### config.mk
export PLATFORM = sky130hd
export DESIGN_NAME = pp_mac_accumulator_flat
export DESIGN_NICKNAME = d
export VERILOG_FILES = /design/src/rtl/pp_mac_accumulator_pkg.sv /design/src/rtl/pp_mac_accumulator_if.sv /design/src/rtl/pp_reduce.sv /design/src/rtl/pp_mac_accumulator.sv /design/src/flat_wrapper.sv
export SDC_FILE = /design/constraint.sdc
export NUM_CORES = 1
export LEC_CHECK = 0
export CORE_ASPECT_RATIO = 1.2
export CORE_MARGIN = 2
export CORE_UTILIZATION = 60
export CTS_CLUSTER_DIAMETER = 40
export DETAILED_ROUTE_END_ITERATION = 16
export PLACE_DENSITY = 0.95
export SKIP_LAST_GASP = 1
export SLEW_MARGIN = 20
export SYNTH_ARGS = -nofsm -noshare
export SYNTH_HDL_FRONTEND = slang
export SYNTH_SLANG_ARGS = --single-unit
export TNS_END_PERCENT = 100
### constraint.sdc
create_clock -name clk_i -period 4.8 [get_ports clk_i]
set_input_delay 0.96 -clock clk_i [delete_from_list [all_inputs] [get_ports clk_i]]
set_output_delay 0.96 -clock clk_i [all_outputs]
set_load 0.01 [all_outputs]
### src/rtl/pp_mac_accumulator_pkg.sv
// Shared types and arithmetic helpers for the Booth partial-product MAC.
// Widths are derived from the multsigned operand sizes.
package mac_pkg;

  localparam int unsigned MAX_W = 64;

  typedef enum logic {
    OUT_EMPTY = 1'b0,
    OUT_FULL  = 1'b1
  } acc_state_e;

  typedef struct packed {
    logic             sat;
    logic [MAX_W-1:0] sum;
  } sat_res_t;

  function automatic int unsigned pp_num_f(input int unsigned in_size_1);
    return (in_size_1 + 32'd2) / 32'd3;
  endfunction

  function automatic int unsigned pp_size_f(input int unsigned in_size_0,
                                            input int unsigned in_size_1);
    return in_size_0 + in_size_1;
  endfunction

  // Sign-extend the low w bits of v to MAX_W bits.
  function automatic logic [MAX_W-1:0] sext(input logic [MAX_W-1:0] v,
                                            input int unsigned w);
    logic [MAX_W-1:0] t;
    t = v << (MAX_W - w);
    return MAX_W'($signed(t) >>> (MAX_W - w));
  endfunction

  // Add two sign-extended w-bit values, clamping to the w-bit signed range.
  function automatic sat_res_t sat_add(input logic [MAX_W-1:0] a,
                                       input logic [MAX_W-1:0] b,
                                       input int unsigned w);
    logic signed [MAX_W-1:0] s;
    logic signed [MAX_W-1:0] hi;
    logic signed [MAX_W-1:0] lo;
    sat_res_t                r;
    s  = $signed(a) + $signed(b);
    hi = (MAX_W'(1) << (w - 1)) - MAX_W'(1);
    lo = ~hi;
    r.sum = s;
    r.sat = 1'b0;
    if (s > hi) begin
      r.sum = hi;
      r.sat = 1'b1;
    end else if (s < lo) begin
      r.sum = lo;
      r.sat = 1'b1;
    end
    return r;
  endfunction

endpackage

### src/rtl/pp_mac_accumulator_if.sv
// Beat input and result output handshakes of the partial-product MAC.
interface pp_mac_accumulator_if
  import mac_pkg::*;
#(
  parameter int unsigned IN_SIZE_0 = 4,
  parameter int unsigned IN_SIZE_1 = 8,
  parameter int unsigned ACC_SIZE  = 32
);

  localparam int unsigned PP_NUM  = pp_num_f(IN_SIZE_1);
  localparam int unsigned PP_SIZE = pp_size_f(IN_SIZE_0, IN_SIZE_1);

  logic [PP_NUM-1:0][PP_SIZE-1:0] pp_i;
  logic                           pp_valid_i;
  logic                           pp_last_i;
  logic                           pp_ready_o;
  logic [ACC_SIZE-1:0]            acc_o;
  logic                           acc_valid_o;
  logic                           acc_ready_i;
  logic                           ovf_o;

  modport master (
    output pp_i, pp_valid_i, pp_last_i, acc_ready_i,
    input  pp_ready_o, acc_o, acc_valid_o, ovf_o
  );

  modport slave (
    input  pp_i, pp_valid_i, pp_last_i, acc_ready_i,
    output pp_ready_o, acc_o, acc_valid_o, ovf_o
  );

endinterface

### src/rtl/pp_reduce.sv
// Carry-save reduction of PP_NUM aligned partial products to one sum, mod 2^PP_SIZE.
module pp_reduce #(
  parameter int unsigned PP_NUM  = 3,
  parameter int unsigned PP_SIZE = 12
) (
  input  logic [PP_NUM-1:0][PP_SIZE-1:0] pp,
  output logic [PP_SIZE-1:0]             sum_c
);

  logic [PP_SIZE-1:0] s;
  logic [PP_SIZE-1:0] c;
  logic [PP_SIZE-1:0] t;

  // 3:2 compressor per operand keeps (s + c) equal to the running sum.
  always_comb begin
    s = '0;
    c = '0;
    t = '0;
    for (int k = 0; k < int'(PP_NUM); k++) begin
      t = s ^ c ^ pp[k];
      c = ((s & c) | (s & pp[k]) | (c & pp[k])) << 1;
      s = t;
    end
    sum_c = s + c;
  end

endmodule

### src/rtl/pp_mac_accumulator.sv
// Reduces Booth partial products per beat and accumulates dot products delimited by last.
// Optional saturation with sticky overflow flag: define PP_MAC_SAT_EN.
module pp_mac_accumulator
  import mac_pkg::*;
#(
  parameter int unsigned IN_SIZE_0 = 4,
  parameter int unsigned IN_SIZE_1 = 8,
  parameter int unsigned ACC_SIZE  = 32
) (
  input logic                 clk_i,
  input logic                 rst_i,
  pp_mac_accumulator_if.slave bus
);

  localparam int unsigned PP_NUM  = pp_num_f(IN_SIZE_1);
  localparam int unsigned PP_SIZE = pp_size_f(IN_SIZE_0, IN_SIZE_1);

  logic                s1_valid_q;
  logic                s1_last_q;
  logic [PP_SIZE-1:0]  s1_p_q;
  logic [PP_SIZE-1:0]  p1_c;

  logic [ACC_SIZE-1:0] acc_q, acc_d;
  logic [ACC_SIZE-1:0] res_q, res_d;
  logic [ACC_SIZE-1:0] sum_c;
  logic                sticky_q, sticky_d;
  logic                ovf_q, ovf_d;
  logic                sat_c;
  acc_state_e          state_q, state_d;

  logic stall_c;
  logic pp_ready_c;
  logic s2_go_c;
  logic s2_last_c;

  pp_reduce #(
    .PP_NUM (PP_NUM),
    .PP_SIZE(PP_SIZE)
  ) u_reduce (
    .pp   (bus.pp_i),
    .sum_c(p1_c)
  );

  // A last beat in S1 may only move on once the output register can take it.
  assign stall_c    = s1_valid_q && s1_last_q && (state_q == OUT_FULL) && !bus.acc_ready_i;
  assign pp_ready_c = !s1_valid_q || !stall_c;
  assign s2_go_c    = s1_valid_q && !stall_c;
  assign s2_last_c  = s2_go_c && s1_last_q;

`ifdef PP_MAC_SAT_EN
  sat_res_t sat_res_c;

  always_comb begin
    sat_res_c = sat_add(sext(MAX_W'(acc_q), ACC_SIZE), sext(MAX_W'(s1_p_q), PP_SIZE), ACC_SIZE);
    sum_c     = ACC_SIZE'(sat_res_c.sum);
    sat_c     = sat_res_c.sat;
  end
`else
  always_comb begin
    sum_c = acc_q + ACC_SIZE'(sext(MAX_W'(s1_p_q), PP_SIZE));
    sat_c = 1'b0;
  end
`endif

  // S1: reduced product and last flag.
  always_ff @(posedge clk_i or posedge rst_i) begin
    if (rst_i) begin
      s1_valid_q <= 1'b0;
      s1_last_q  <= 1'b0;
      s1_p_q     <= '0;
    end else if (pp_ready_c) begin
      s1_valid_q <= bus.pp_valid_i;
      if (bus.pp_valid_i) begin
        s1_last_q <= bus.pp_last_i;
        s1_p_q    <= p1_c;
      end
    end
  end

  // S2 and output FSM state.
  always_ff @(posedge clk_i or posedge rst_i) begin
    if (rst_i) begin
      state_q  <= OUT_EMPTY;
      acc_q    <= '0;
      res_q    <= '0;
      sticky_q <= 1'b0;
      ovf_q    <= 1'b0;
    end else begin
      state_q  <= state_d;
      acc_q    <= acc_d;
      res_q    <= res_d;
      sticky_q <= sticky_d;
      ovf_q    <= ovf_d;
    end
  end

  always_comb begin
    state_d  = state_q;
    acc_d    = acc_q;
    res_d    = res_q;
    sticky_d = sticky_q;
    ovf_d    = ovf_q;

    case (state_q)
      OUT_EMPTY: if (s2_last_c) state_d = OUT_FULL;
      OUT_FULL:  if (bus.acc_ready_i && !s2_last_c) state_d = OUT_EMPTY;
      default:   state_d = OUT_EMPTY;
    endcase

    if (s2_go_c) begin
      if (s1_last_q) begin
        res_d    = sum_c;
        ovf_d    = sticky_q | sat_c;
        acc_d    = '0;
        sticky_d = 1'b0;
      end else begin
        acc_d    = sum_c;
        sticky_d = sticky_q | sat_c;
      end
    end
  end

  assign bus.pp_ready_o  = pp_ready_c;
  assign bus.acc_o       = res_q;
  assign bus.acc_valid_o = (state_q == OUT_FULL);
  assign bus.ovf_o       = ovf_q;

endmodule
### src/flat_wrapper.sv
// flat-port wrapper written by rule: the top's interface ports become plain ports
module pp_mac_accumulator_flat import mac_pkg::*;
#(
  parameter int unsigned IN_SIZE_0 = 4,
  parameter int unsigned IN_SIZE_1 = 8,
  parameter int unsigned ACC_SIZE  = 32
)
  (clk_i, rst_i, bus_pp_i, bus_pp_valid_i, bus_pp_last_i, bus_acc_ready_i, bus_pp_ready_o, bus_acc_o, bus_acc_valid_o, bus_ovf_o);
  pp_mac_accumulator_if #(.IN_SIZE_0(IN_SIZE_0), .IN_SIZE_1(IN_SIZE_1), .ACC_SIZE(ACC_SIZE)) bus_i ();
  input logic clk_i;
  input logic rst_i;
  input wire logic [$bits(bus_i.pp_i)-1:0] bus_pp_i;
  input wire logic [$bits(bus_i.pp_valid_i)-1:0] bus_pp_valid_i;
  input wire logic [$bits(bus_i.pp_last_i)-1:0] bus_pp_last_i;
  input wire logic [$bits(bus_i.acc_ready_i)-1:0] bus_acc_ready_i;
  output wire logic [$bits(bus_i.pp_ready_o)-1:0] bus_pp_ready_o;
  output wire logic [$bits(bus_i.acc_o)-1:0] bus_acc_o;
  output wire logic [$bits(bus_i.acc_valid_o)-1:0] bus_acc_valid_o;
  output wire logic [$bits(bus_i.ovf_o)-1:0] bus_ovf_o;
  assign bus_i.pp_i = bus_pp_i;
  assign bus_i.pp_valid_i = bus_pp_valid_i;
  assign bus_i.pp_last_i = bus_pp_last_i;
  assign bus_i.acc_ready_i = bus_acc_ready_i;
  assign bus_pp_ready_o = bus_i.pp_ready_o;
  assign bus_acc_o = bus_i.acc_o;
  assign bus_acc_valid_o = bus_i.acc_valid_o;
  assign bus_ovf_o = bus_i.ovf_o;
  pp_mac_accumulator #(.IN_SIZE_0(IN_SIZE_0), .IN_SIZE_1(IN_SIZE_1), .ACC_SIZE(ACC_SIZE)) u_core (.clk_i(clk_i), .rst_i(rst_i), .bus(bus_i));
endmodule
==> results of run 1 <==
-- routing by layer --
layer / wire [um] / up-vias / track usage, %
li1: - / 2121 / -
met1: 4870 / 2188 / 31.0
met2: 6470 / 199 / 48.2
met3: 677 / 50 / 4.90
met4: 471 / 0 / 15.5
met5: 0 / - / 0
-- worst max path at each step --
| stage | startpoint | endpoint | slack [ns] |
|---|---|---|---|
| after floorplan | bus_pp_i[1] | u_core.s1_p_q[11] | 1.22 |
| after global placement | bus_pp_i[1] | u_core.s1_p_q[11] | 0.62 |
| after detailed placement | bus_pp_i[1] | u_core.s1_p_q[11] | 0.35 |
| after CTS | bus_pp_i[1] | u_core.s1_p_q[11] | 0.75 |
| after global routing | bus_pp_i[1] | u_core.s1_p_q[11] | 0.51 |
| final | bus_pp_i[1] | u_core.s1_p_q[11] | 0.62 |
-- worst reg2reg max path: stages (launching register included) --
cell,delay (ns)
dfrtp_1,0.94
ha_1,0.46
a21oi_1,0.21
o21ai_0,0.16
a2bb2oi_1,0.21
o211ai_2,0.18
o2111ai_1,0.27
a21boi_1,0.10
o31ai_1,0.41
mux2i_1,0.27
o311ai_1,0.14
-- layout make-up --
class                           count  area, sq um
Multi-Input combinational cell    434         3210
Fill cell                         598         2250
Sequential cell                    79         1980
Timing Repair Buffer               79          778
Tap cell                          117          146
Clock buffer                       11          141
Inverter                           23         86.3
Clock inverter                      4         22.5
-- Yosys cell counts (5+ instances only) --
cell	number	share of area (%)
o21ai_1	5	0.47
xor2_1	12	2.0
nand2b_1	6	0.70
and3_1	7	0.82
nand3_1	6	0.56
o21ai_0	29	2.7
clkbuf_1	16	1.1
fa_1	12	4.5
xnor2_1	20	3.3
a21o_1	11	1.5
a21oi_1	40	3.7
mux2_2	11	2.3
ha_1	53	12
nand2_1	103	7.2
o21a_1	6	0.84
o31ai_1	8	1.1
nor2_1	12	0.84
inv_1	23	1.6
nor3_1	5	0.47
dfrtp_1	79	37
a22o_1	20	3.3
-- metrics by stage --
step                cell area, sq um  instances
CTS                             6360        747
floorplan                       5350        555
detailed placement              6200        732
global route                    6360        747
global placement                6200        732
finish                          6360        747
-- where the power goes --
group	switching, mW	internal (mW)
Clock	0.243	0.196
Combinational	1.40	1.16
Sequential	0.217	0.946
Total	1.86	2.31
-- flip-flops by register name, summed over array words and instances (netlist names) --
register                flops
u_core.s1_last_q            1
u_core.s1_p_q              12
u_core.s1_valid_q           1
u_core.bus.acc_valid_o      1
u_core.acc_q               32
u_core.bus.acc_o           32
-- cell families after synthesis --
family / synth area share, %
simple gates: 13.8
compound gates: 20.5
flops: 37.0
fa+ha+maj: 16.9
buf+inv: 3.02
xor+xnor: 5.66
mux: 3.07
other cells: 0.0701
==> qor.csv, run 1 <==
metric;value;unit
total clock buffers created by CTS;9;
total of flip-flops plus latches after synthesis;79;
TritonCTS clock tree;done;
clock latency on the worst-skew pair;0.38;ns
setup clock skew after layout;0.0113;ns
async set or reset register ratio after synthesis;100;%
commonest register cell after synthesis;dfrtp_1;
number of setup violations in the final report;0;
Peak VDD IR;0.275;mV
Buf/Inv on CP;2;
FF-to-FF Start;u_core.s1_p_q[11];
H-tree depth;3;
Die W;90.2;um
crit path kind;primary input to register;
share of the yosys chip area belonging to registers;37.0;%
total of hold buffers inserted after clock tree synthesis;0;
Starting Density;62.1;%
area overhead of the layout relative to synthesis;19.0;%
time the final worst path needs with I/O delays and setup;4.18;ns
cell breakdown of the critical path;clkdlybuf4s50_1 > ha_1 > fa_1 > ha_1 > inv_1 > fa_1 > nor2b_1 > o21ai_0 > a21oi_1 > o21ai_0 > a21oi_1 > o21ai_0 > a21oi_1 > or3_1 > nand3_1;
final total power;4.16;mW
Pwr Density;655;nW/um^2
maximum number of pins on one net before global-route repair;42;
number of vias in the routed layout;4558;
post-route DRC violation count;0;
routed wire length per instance;16.7;um
path class of the lowest-slack min-delay path;register to register;
post-cts gate resize count;0;
highest fanout seen on the critical path;3;
IO buf count;74;
final global-route overflow total;0;
first-pass GRT wire length;21.1;mm
Syn Nets;661;
standard cell with the maximum stage delay on the critical path;fa_1;
Pins Over Slew Limit;0;
Starting DRT DRC Count;266;
antenna cells;0;
crit path setup slack, layout;0.621;ns
average cell area after synthesis;9.63;sq um
final period utilization;87.1;%
area of the mapped netlist;5350;sq um
Std-Cell Rows;37;
ratio of routed vias to standard cells;6.10;
initial antenna violation count;0;
count of max-cap constraint violations;0;
Post-Route Setup TNS;0;ns
number of gates on the worst path with buffers counted;15;
Critical Path Max Stage Delay;0.51;ns
hold worst-path end;u_core.bus.acc_o[18];
total iterations of the first detailed-routing run;5;
setup repair after global routing missed its margin;no;
GRT Resource Usage Total;27.2;%
area of the die;9680;sq um
post-route core utilization;73.9;%
number of synthesized flops with an enable pin;0;
kind of capture point of the worst setup path;register;
R2R depth;10;
static leakage;3.03;nW
hold violation count in the final report;0;
number of nets in the layout;732;
total wire length;12.5;mm
capturing point of the worst reg2reg path;u_core.bus.acc_o[28];
data arrival at the endpoint of the critical path;4.44;ns
post-CTS repair timing setup buffer count;0;
Req. time, crit path;5.06;ns
Achievable Freq;239;MHz
Hold Worst Slack;0.473;ns
clock slew seen by the registers of the worst setup and hold paths;0.08;ns
Cells on Worst Hold Path;2;
status;complete, no violations;
Routability Congestion;0.945;
total of warnings raised by yosys;0;
Top Ports;76;
FF-to-FF setup slack;1.30;ns
Worst-Margin Slew;0.959;ns
core footprint;8610;sq um
number of library cell types mapped by synthesis;57;
commonest cells after routing, fill and taps aside;103 x nand2_1, 79 x dfrtp_1, 74 x clkdlybuf4s50_1;
cell family contributing the most delay on the critical path;adder cells;
height of the die;107;um
worst setup slack before clock tree synthesis;0.348;ns
headroom to the max-slew limit;35.9;%
layout cell share with drive strength beyond 1;7.30;%
post-route antenna net violation count;0;
Final HPWL DP;9.48;mm
number of cells produced by synthesis;555;
maximum number of buffers from clock root to sink;2;
sort of element at the start of the critical path;primary input;
number of global-route vias before repair;4648;
startpoint of the lowest-slack hold path;u_core.bus.acc_o[18];
master cell of the clock root buffer;clkbuf_8;
number of sinks on the clock net;79;
commonest non-fill, non-tap cell in the layout;nand2_1;
Power figures use the tool's default switching activity.
==> run 2, diff against run 1 <==
--- a/config.mk
+++ b/config.mk
@@ -7,10 +7,11 @@
 export LEC_CHECK = 0
 export CORE_ASPECT_RATIO = 1.2
 export CORE_MARGIN = 2
-export CORE_UTILIZATION = 60
+export CORE_UTILIZATION = 56
 export CTS_CLUSTER_DIAMETER = 40
 export DETAILED_ROUTE_END_ITERATION = 16
-export PLACE_DENSITY = 0.95
+export PLACE_DENSITY = 0.9
+export SKIP_CTS_REPAIR_TIMING = 1
 export SKIP_LAST_GASP = 1
 export SLEW_MARGIN = 20
 export SYNTH_ARGS = -nofsm -noshare
==> constraint.sdc (replaced) <==
create_clock -name clk_i -period 4.18 [get_ports clk_i]
set_input_delay 0.836 -clock clk_i [delete_from_list [all_inputs] [get_ports clk_i]]
set_output_delay 0.836 -clock clk_i [all_outputs]
set_load 0.01 [all_outputs]
==> run 2 against run 1 <==
  * Register-to-register slack worse by 0.25 ns
  * First-iteration DRC count is 25% lower
  * Flip-flop and latch count is the same
  * Sequential power is 13% higher
  * Hold slack got worse by 0.0029 ns
  * Critical endpoint is now u_core.s1_p_q[9]
  * Worst setup slack worse by 0.42 ns
  * Clock skew decreased by 0.0028 ns
  * Largest cell class unchanged
  * Combinational power up 14%
==> qor.csv, run 2 (same netlist as run 1, synthesis figures left out) <==
metric;value;unit
clock slew seen by the registers of the worst setup and hold paths;0.06;ns
FF-to-FF Start;u_core.s1_p_q[11];
Critical path destination;u_core.s1_p_q[9];
number of vias in the routed layout;4414;
sort of element at the start of the critical path;primary input;
kind of capture point of the worst setup path;register;
worst setup slack before clock tree synthesis;-0.0625;ns
core footprint;9420;sq um
Post-Route Setup TNS;0;ns
R2R depth;11;
highest fanout seen on the critical path;2;
status;complete, no violations;
total iterations of the first detailed-routing run;4;
final design instance area without fill;6550;sq um
headroom to the max-slew limit;41.5;%
master cell of the clock root buffer;clkbuf_16;
Achievable Freq;251;MHz
final total power;5.09;mW
Top Ports;76;
initial antenna violation count;0;
setup repair after global routing missed its margin;yes;
Pins Over Slew Limit;0;
number of setup violations in the final report;0;
TritonCTS clock tree;done;
hold violation count in the final report;0;
startpoint of the most critical setup path;bus_pp_i[1];
crit path setup slack, layout;0.203;ns
total clock buffers created by CTS;9;
Starting Density;56.8;%
Starting DRT DRC Count;199;
data arrival at the endpoint of the critical path;4.22;ns
post-route DRC violation count;0;
static leakage;3.12;nW
setup clock skew after layout;0.00855;ns
H-tree depth;3;
post-route antenna net violation count;0;
count of max-cap constraint violations;0;
Worst-Margin Slew;0.874;ns
Pwr Density;777;nW/um^2
path class of the lowest-slack min-delay path;register to register;
FF-to-FF setup slack;1.05;ns
commonest non-fill, non-tap cell in the layout;nand2_1;
routed wire length per instance;15.5;um
number of filler instances in the final layout;701;
Die W;93.2;um
time the final worst path needs with I/O delays and setup;3.98;ns
number of global-route vias before repair;4507;
maximum number of pins on one net before global-route repair;44;
commonest cells after routing, fill and taps aside;103 x nand2_1, 79 x dfrtp_1, 74 x clkdlybuf4s50_1;
maximum number of buffers from clock root to sink;2;
area of the die;10300;sq um
number of nets in the layout;733;
final period utilization;95.1;%
crit path kind;primary input to register;
ratio of routed vias to standard cells;5.85;
height of the die;111;um
GRT Resource Usage Total;24.0;%
total wire length;11.7;mm
area overhead of the layout relative to synthesis;22.6;%
Final HPWL DP;8.89;mm
Std-Cell Rows;39;
capturing point of the worst reg2reg path;u_core.bus.acc_o[29];
number of sinks on the clock net;79;
Routability Congestion;0.978;
Peak VDD IR;0.275;mV
layout cell share with drive strength beyond 1;7.59;%
clock latency on the worst-skew pair;0.35;ns
standard cell area after detailed placement;6220;sq um
antenna cells;0;
IO buf count;74;
first-pass GRT wire length;19.9;mm
Req. time, crit path;4.42;ns
final global-route overflow total;0;
==> run 2: changes by cell type in the layout (fill, tap and decap cells not counted) <==
cell	delta
a21oi_1	-1
a21oi_2	+1
buf_12	+1
bufinv_16	+2
clkbuf_1	+1
clkbuf_16	+9
clkbuf_8	-8
clkinv_2	-2
clkinvlp_4	-1
==> run 2: final cells by class <==
class                           instances  area [sq um]  share of cell area, %
Tap cell                              123           154                   2.35
Clock inverter                          3          65.1                  0.993
Inverter                               23          86.3                   1.32
Multi-Input combinational cell        434          3210                   49.0
Sequential cell                        79          1980                   30.2
Clock buffer                           13           260                   3.97
Timing Repair Buffer                   80           798                   12.2
==> run 2: how the worst min path moves through the flow <==
stage	startpoint	endpoint	depth (start not counted)
CTS	u_core.bus.acc_o[17]	u_core.bus.acc_o[17]	2
detailed placement	u_core.bus.acc_o[17]	u_core.bus.acc_o[17]	2
global placement	u_core.acc_q[0]	u_core.acc_q[0]	2
global route	u_core.bus.acc_o[14]	u_core.bus.acc_o[14]	2
finish	u_core.bus.acc_o[17]	u_core.bus.acc_o[17]	2
floorplan	u_core.acc_q[0]	u_core.acc_q[0]	2
==> run 2: power breakdown <==
| group | internal, mW | total [mW] | switching (mW) |
|---|---|---|---|
| clock network | 0.555 | 0.854 | 0.299 |
| registers | 1.09 | 1.31 | 0.219 |
| logic | 1.34 | 2.93 | 1.59 |
| total | 2.99 | 5.09 | 2.10 |
==> run 2: worst max-delay path, cell delays in order <==
cell	delay (ns)
clkdlybuf4s50_1	0.41
ha_1	0.34
fa_1	0.53
ha_1	0.17
inv_1	0.06
fa_1	0.41
nor2b_1	0.13
o21ai_0	0.11
a21oi_1	0.23
o21ai_0	0.13
a21oi_1	0.21
o21ai_0	0.17
and3_1	0.23
o31ai_1	0.25
==> run 2: routing by layer <==
layer	GRT usage (%)	up-vias	routed length [um]
li1	-	2126	-
met1	27.6	2139	4770
met2	42.1	121	6030
met3	5.17	28	520
met4	11.4	0	399
met5	0	-	0
==> run 2: through the flow <==
stage          util [%]  hold WS, ns  cells
2_1_floorplan         -        0.445    555
3_3_place_gp       66.1        0.459    739
3_5_place_dp       66.1        0.462    739
4_1_cts            69.5        0.476    755
5_1_grt            69.6        0.503    755
6_report           69.6        0.470    755
==> variant (flow settings as in run 2) <==
`IN_SIZE_1` is set to 8 in 3 places; all go to 32.
--- a/src/rtl/pp_mac_accumulator_if.sv
+++ b/src/rtl/pp_mac_accumulator_if.sv
@@ -3,7 +3,7 @@
   import mac_pkg::*;
 #(
   parameter int unsigned IN_SIZE_0 = 4,
-  parameter int unsigned IN_SIZE_1 = 8,
+  parameter int unsigned IN_SIZE_1 = 32,
   parameter int unsigned ACC_SIZE  = 32
 );
 
--- a/src/rtl/pp_mac_accumulator.sv
+++ b/src/rtl/pp_mac_accumulator.sv
@@ -4,7 +4,7 @@
   import mac_pkg::*;
 #(
   parameter int unsigned IN_SIZE_0 = 4,
-  parameter int unsigned IN_SIZE_1 = 8,
+  parameter int unsigned IN_SIZE_1 = 32,
   parameter int unsigned ACC_SIZE  = 32
 ) (
   input logic                 clk_i,
--- a/src/flat_wrapper.sv
+++ b/src/flat_wrapper.sv
@@ -2,7 +2,7 @@
 module pp_mac_accumulator_flat import mac_pkg::*;
 #(
   parameter int unsigned IN_SIZE_0 = 4,
-  parameter int unsigned IN_SIZE_1 = 8,
+  parameter int unsigned IN_SIZE_1 = 32,
   parameter int unsigned ACC_SIZE  = 32
 )
   (clk_i, rst_i, bus_pp_i, bus_pp_valid_i, bus_pp_last_i, bus_acc_ready_i, bus_pp_ready_o, bus_acc_o, bus_acc_valid_o, bus_ovf_o);
Interface: changed (resized bus_pp_i); port bits go from 76 to 436. No check against the original RTL was run, so the function may have changed too.
==> variant against run 2 <==
The flow now finishes with violations (negative setup slack); routed wire length rose to 3.7 times the old value; die area rose by 140%; final area rose to 2.9 times the old value; critical path depth rose by 11; sequential share of layout area fell by 17 points; worst setup slack got worse by 4.1 ns; sequential cell count rose by 20; non-clock buffer count rose by 403; area after synthesis rose to 2.5 times the old value; cell count rose to 2.7 times the old value; fmax fell by 51%; via count rose to 2.6 times the old value; critical path type unchanged.
Power is left out: the tool's default activity adds up to more than one toggle a clock period on the data nets, which glitch-free logic cannot reach.
==> variant: results (changes against run 2) <==
| Metric | Value |
|---|---|
| Status | finished with violations (was finished clean) |
| Failing checks | negative setup slack |
| Largest net degree at the start of global routing | 78 (was 44) |
| Final number of setup-violating endpoints | 31 (was 0) |
| Slew @ Worst Pin | 0.933 ns (was 0.874 ns) |
| Yosys cell types | 64 (was 57) |
| Total wire length | 43.5 mm (was 11.7 mm) |
| Hold path startpoint | u_core.bus.acc_o[11] (was u_core.bus.acc_o[17]) |
| Gpl congestion | 0.987 (was 0.978) |
| Setup_tns | -104.61 ns (was 0 ns) |
| Nets@finish | 2490 (was 733) |
| Max clock buf depth | 2 (unchanged) |
| Initial detailed-routing violation count | 528 (was 199) |
| DP HPWL | 36.1 mm (was 8.89 mm) |
| Met1 Track Usage GR | 33.3% (was 27.6%) |
| Commonest cells in the netlist | fa_1, inv_1, nand2_1 (was nand2_1, dfrtp_1, ha_1) |
| Clock Tree Root | clkbuf_16 (unchanged) |
| GRT Util Overall | 32.6% (was 24.0%) |
| Post-route worst setup slack | -3.93 ns (was 0.203 ns) |
| Async S/R FF share, synth | 100% (unchanged) |
| CTS Buf Count | 9 (unchanged) |
| Global Route met3 Usage | 7.84% (was 5.17%) |
| CP Max Fanout | 4 (was 2) |
| Vias in the first global route | 12600 (was 4507) |
| CP peak stage delay | 0.60 ns (was 0.53 ns) |
| Register area share after synthesis | 18.5% (was 37.0%) |
| Drt first pass iters | 5 (was 4) |
| Syn_area_per_cell | 10.8 um2 (was 9.63 um2) |
| Worst Setup SP | bus_pp_i[37] (was bus_pp_i[1]) |
| GR Layer Usage met2 | 62.1% (was 42.1%) |
| Per-cell routed wire length | 21.3 um (was 15.5 um) |
| Syn Nets | 2015 (was 661) |
| Share of post-route cells with drive strength above 1 | 12.5% (was 7.59%) |
| Worst R2R Start | u_core.acc_q[0] (was u_core.s1_p_q[11]) |
| Buffers on Ports | 390 (was 74) |
| Initial antenna violation count | 2 (was 0) |
| First-pass GRT wire length | 63.4 mm (was 19.9 mm) |
| Worst clock skew | 0.00800 ns (was 0.00855 ns) |
| YS warnings | 0 (unchanged) |
| Vias | 11500 (was 4414) |
| Crit path arrival time | 8.39 ns (was 4.22 ns) |
| Worst path slowest cell | fa_1 (unchanged) |
| Ranking of synthesized cells by area | fa_1, dfrtp_1, ha_1 (was dfrtp_1, ha_1, nand2_1) |
==> variant: routing by layer <==
layer  wire (um)  part of all wire (%)
met4        3280                   7.5
met3        3020                   7.0
met2       23600                    54
met1       13500                    31
met5          13                 0.030
==> variant: cell families (layout without fill, tap and decap cells) <==
| logic type | Yosys count | in the layout | synth area share, % |
|---|---|---|---|
| AOI/OAI and AO/OA | 224 | 224 | 11.5 |
| buffers and inverters | 238 | 718 | 6.70 |
| and+or+nand+nor | 224 | 224 | 7.57 |
| other | 1 | 3 | 0.0280 |
| muxes | 11 | 11 | 0.925 |
| DFF | 99 | 99 | 18.5 |
| adders and majority gates | 373 | 373 | 50.1 |
| xor gates and xnor gates | 71 | 71 | 4.65 |
==> variant: final cells by class <==
cell class              instances  area, um2
multi-input cells             904      10600
well taps                     320        400
clock buffers                  11        253
flip-flops and latches         99       2480
repair buffers                483       4670
fillers                      1371       4510
inverters                     219        825
clock inverters                 5       42.5
diodes                          2       5.00
==> variant: stage by stage <==
step,cell area [um2],worst slack [ns]
after global placement,18600,-4.22
final,19200,-3.93
after floorplan,13700,-3.43
after detailed placement,18600,-4.48
after global routing,19200,-4.14
after CTS,18900,-4.16
==> variant: path summary, 6_finish.rpt <==
check,slack (ns),cells past startpoint,to
max,-3.93,25,u_core.s1_p_q[31]
min,0.48,2,u_core.bus.acc_o[11]
max reg2reg,0.92,11,u_core.bus.acc_o[30]
min reg2reg,0.48,2,u_core.bus.acc_o[11]
max in group asynchronous,2.38,3,u_core.s1_p_q[4]
min in group asynchronous,1.05,2,u_core.bus.acc_o[11]
